[src/rtl/prog_ctr.sv]
// prog_ctr: program counter stage. Selects a program start address on a run
// request, then advances by +1, PC-relative branch or absolute jump on each
// enabled cycle. Retires a halt with a one-cycle Done pulse and keeps a
// saturating retired-instruction count for the current run.
module prog_ctr #(
  parameter int          PC_W        = 10,
  parameter int          OFF_W       = 8,
  parameter int unsigned PROG1_START = 0,
  parameter int unsigned PROG2_START = 256,
  parameter int unsigned PROG3_START = 512
) (
  input  logic             clk,
  input  logic             Reset_n,
  input  logic             Start,
  input  logic [1:0]       ProgSel,
  input  logic             CountEn,
  input  logic             Halt,
  input  logic             BranchEn,
  input  logic             BranchAbs,
  input  logic [PC_W-1:0]  Target,
  input  logic [OFF_W-1:0] Offset,
  output logic [PC_W-1:0]  PC,
  output logic             Running,
  output logic             Done,
  output logic             Fault,
  output logic [15:0]      InstrCount
);

  typedef enum logic [1:0] {S_IDLE, S_ARMED, S_RUN, S_DONE} state_t;

  state_t                 r_state, w_state_nxt;
  logic [PC_W-1:0]        r_pc, w_pc_nxt, w_start_pc, w_pc_inc, w_pc_rel;
  logic signed [PC_W-1:0] w_off_ext;
  logic [15:0]            r_cnt, w_cnt_nxt, w_cnt_sat;
  logic                   r_done, w_done_nxt;
  logic                   r_fault, w_fault_nxt;
  logic                   w_sel_ok;

  // ProgSel 3 has no program behind it; it is reported through Fault.
  assign w_sel_ok  = (ProgSel != 2'd3);
  assign w_off_ext = {{(PC_W-OFF_W){Offset[OFF_W-1]}}, Offset};
  assign w_pc_inc  = r_pc + PC_W'(1);
  assign w_pc_rel  = r_pc + w_off_ext;
  assign w_cnt_sat = (r_cnt == 16'hFFFF) ? r_cnt : r_cnt + 16'd1;

  // Map the program select onto its start address.
  always_comb begin
    w_start_pc = PC_W'(PROG1_START);
    case (ProgSel)
      2'd1:    w_start_pc = PC_W'(PROG2_START);
      2'd2:    w_start_pc = PC_W'(PROG3_START);
      default: w_start_pc = PC_W'(PROG1_START);
    endcase
  end

  // Next-state and datapath update: run request first, then halt > branch > +1.
  always_comb begin
    w_state_nxt = r_state;
    w_pc_nxt    = r_pc;
    w_cnt_nxt   = r_cnt;
    w_fault_nxt = r_fault;
    w_done_nxt  = 1'b0;
    case (r_state)
      S_IDLE, S_DONE, S_RUN: begin
        if (Start) begin
          // A run request (including an abort from RUN) reloads the program.
          if (w_sel_ok) begin
            w_state_nxt = S_ARMED;
            w_pc_nxt    = w_start_pc;
            w_cnt_nxt   = 16'd0;
            w_fault_nxt = 1'b0;
          end else begin
            w_fault_nxt = 1'b1;
          end
        end else if ((r_state == S_RUN) && CountEn) begin
          w_cnt_nxt = w_cnt_sat;
          if (Halt) begin
            w_state_nxt = S_DONE;
            w_done_nxt  = 1'b1;
          end else if (BranchEn) begin
            w_pc_nxt = BranchAbs ? Target : w_pc_rel;
          end else begin
            w_pc_nxt = w_pc_inc;
          end
        end
      end
      S_ARMED: begin
        if (!Start) w_state_nxt = S_RUN;
      end
      default: w_state_nxt = S_IDLE;
    endcase
  end

  // State register.
  always_ff @(posedge clk or negedge Reset_n) begin
    if (!Reset_n) r_state <= S_IDLE;
    else          r_state <= w_state_nxt;
  end

  // PC, count, fault and done-pulse registers.
  always_ff @(posedge clk or negedge Reset_n) begin
    if (!Reset_n) begin
      r_pc    <= '0;
      r_cnt   <= '0;
      r_fault <= 1'b0;
      r_done  <= 1'b0;
    end else begin
      r_pc    <= w_pc_nxt;
      r_cnt   <= w_cnt_nxt;
      r_fault <= w_fault_nxt;
      r_done  <= w_done_nxt;
    end
  end

  assign PC         = r_pc;
  assign Running    = (r_state == S_RUN);
  assign Done       = r_done;
  assign Fault      = r_fault;
  assign InstrCount = r_cnt;

endmodule

[config.mk]
export PLATFORM = sky130hd
export DESIGN_NAME = prog_ctr
export DESIGN_NICKNAME = d
export VERILOG_FILES = /design/src/rtl/prog_ctr.sv
export SDC_FILE = /design/constraint.sdc
export NUM_CORES = 1
export LEC_CHECK = 0
export CORE_MARGIN = 1.5
export CORE_UTILIZATION = 35
export DETAILED_ROUTE_END_ITERATION = 16
export SLEW_MARGIN = 20
export SYNTH_ARGS = -nofsm -noshare
export SYNTH_HDL_FRONTEND = slang
export SYNTH_SLANG_ARGS = --single-unit
[constraint.sdc]
create_clock -name clk -period 3.2 [get_ports clk]
set_input_delay 0.32 -clock clk [delete_from_list [all_inputs] [get_ports clk]]
set_output_delay 0.32 -clock clk [all_outputs]
set_load 0.01 [all_outputs]
==> run metrics <==
Setup Fix Bufs, Post-CTS 0; count leader, synth nand2_1; Nets 373; worst skew pair latency 270 ps; IO Count 56; cell area after synthesis 0.00223 mm2; deepest clock path buffer count 2; crit path launch PC[0]; final setup TNS 0 ps; vias in the first global route 2,004; crit path DAT 2450 ps; vias per cell 5.14; Overflow after GRT 0; Design Area, Final 0.00296 mm2; Placed Instance Area 0.00289 mm2; critical path's largest stage delay 470 ps; Synth Area in Adders 7.06%; HP Class in2async; worst reg2reg path startpoint PC[0]; Final Slew Violations 0; vias post-DR 2,103; first-pass GRT wire length 9370 um; Core Box Area 0.00603 mm2; Port Buf Inserts 55; Hold Vio Cnt, Final 0; post-layout min period 2290 ps; sequential share of the synthesized area 33.6%; Async SR Flop Fraction 100%; number of remaining DRC errors 0; Crit. End Element flip-flop; largest family of logic cells by synthesized area simple AND/OR/NAND/NOR gates; synthesized instance count 274; EDFF count, synth 0; critical path, cell by cell ha_1 > inv_1 > fa_1 > nand2b_1 > a21o_1 > a32oi_1 > xnor2_1 > o221ai_1 > a21o_1; Area Overhead vs Synth 32.6%; Avg Cell Area, Syn 8.15 um2; ANT nets after route 0; Yosys top cell area share 33.6%; hpwl dp 4290 um; Synth Area in Compound Gates 17.9%; clock sinks 30; Synth area leader dfrtp_1; RSZ-0062 raised after global routing false; Worst Skew 2.88 ps; Achievable Freq 437 MHz; share of cells above drive strength 1 5.99%; Leak Pwr 1.24 nW; XOR/XNOR Fraction of Synth Area 7.45%; mux contribution to synthesized area 2.30%; die footprint 0.00687 mm2; CTS Hold Bufs 0; Synth Area in Simple Gates 27.1%; Area contributors post-synth dfrtp_1 34%, nand2_1 6.4%, ha_1 6.2%; ant diodes 0; Critical Path Source Type flip-flop; Final Power 1.44 mW; status finished, final reports clean; first-pass iteration count of the detailed router 4; Die Y 82.9 um; syn_nets 313; Avg WL per Cell 13.4 um; Setup Viol. Count Final 0; crit-path max FO 7; number of buffers created by CTS 5; clock slew at reported path FFs 60 ps; initial antenna violation count 0; fillcell total 606; # placed instances 402; 1st-iter DRT viols 116; Commonest cells post-synth 38 x nand2_1, 30 x dfrtp_1, 28 x nor2_1; htree depth 2; CP Data Required Time 3360 ps; Initial Utilization 37.1%; final WL 5460 um; CP delay by family, top compound AO/OA/AOI/OAI gates; MaxCap Viol Count 0; Root Buffer clkbuf_8; largest net degree at the start of global routing 31; Final Non-Filler Cells 409; FP Rows 28; CP Buf/Inv Count 1; final worst path period share 71.5%; GPL Wtd Cong 0.837; dominant synthesized flop cell dfrtp_1; GRT Resource Usage Total 16.3%; measured slew at the worst slew-check pin 555 ps; peak supply drop 0.000273 V; Yosys warnings 0; PwrDens 486 mW/mm2; slowest CP cell dfrtp_1; post-cts resize count 0; synthesis-stage register bit count 30; CTS tree built; most frequent CP cell a21o_1; Die X-Extent 82.9 um; Crit Path Category reg2reg; Yosys cell types 46; max_slew headroom 62.8%
[stage by stage]
step | setup WS (ps) | hold WS [ps] | util, %
after floorplan | 1060 | 24.4 | -
after global placement | 673 | 489 | 47.9
after detailed placement | 621 | 489 | 47.9
after CTS | 888 | 450 | 49.1
after global routing | 726 | 456 | 49.1
final | 913 | 440 | 49.1
[worst paths after layout]
path                             endpoint  depth (start not counted)  slack [ps]
hold / removal                 r_state[0]                          2         440
setup / recovery                    PC[8]                          9         910
min in group clk                    Fault                          2         510
setup reg to reg                    PC[8]                          9         910
hold reg to reg                     Fault                          2         510
max in group asynchronous  InstrCount[15]                          2        2480
[layout by cell type (no fill, tap or decap), drive strengths merged, types with 7 or more instances in the layout]
cell,synthesis,final
a21oi,15,15
clkbuf,6,7
clkdlybuf4s50,0,55
dfrtp,30,30
ha,11,11
inv,17,17
nand2,39,39
nand3,16,16
nor2,28,28
nor3,8,8
o21ai,19,19
xnor2,10,10
xor2,9,9
[registers in the layout (all words and copies together) (netlist names)]
name	flops
InstrCount	16
Done	1
PC	10
r_state	2
Fault	1
[area by class of cell]
type | instances | area [um2] | area share (%)
Clock buffer | 7 | 76.3 | 2.58
Sequential cell | 30 | 751 | 25.3
Tap cell | 75 | 93.8 | 3.17
Timing Repair Buffer | 61 | 596 | 20.1
Inverter | 17 | 63.8 | 2.15
Multi-Input combinational cell | 219 | 1380 | 46.6
[layer usage]
layer / vias to the layer above / part of all wire, % / GRT usage (%)
met5: - / 0 / 0
met4: 0 / 0.70 / 3.18
met3: 4 / 3.3 / 2.58
met2: 37 / 46 / 26.4
met1: 968 / 50 / 23.1
li1: 1094 / - / -
[report_power, final]
| part | internal (mW) | switching, mW | total, mW |
|---|---|---|---|
| combinational | 0.313 | 0.304 | 0.617 |
| sequential | 0.444 | 0.101 | 0.545 |
| clock | 0.149 | 0.128 | 0.277 |
| total | 0.906 | 0.533 | 1.44 |
[cell families after synthesis]
family,count (synthesis)
multiplexers,5
AO/OA/AOI/OAI,61
AND/OR/NAND/NOR,122
buffers and inverters,25
XOR/XNOR,19
adder cells (fa/ha/maj),12
flip-flops,30
[worst reg2reg max path: stages (launching register included)]
cell and delay [ps]:
dfrtp_1 470, ha_1 210, inv_1 60, fa_1 400
nand2b_1 180, a21o_1 190, a32oi_1 210, xnor2_1 140
o221ai_1 120, a21o_1 200
Note: power is estimated with default switching activity, not from simulation.
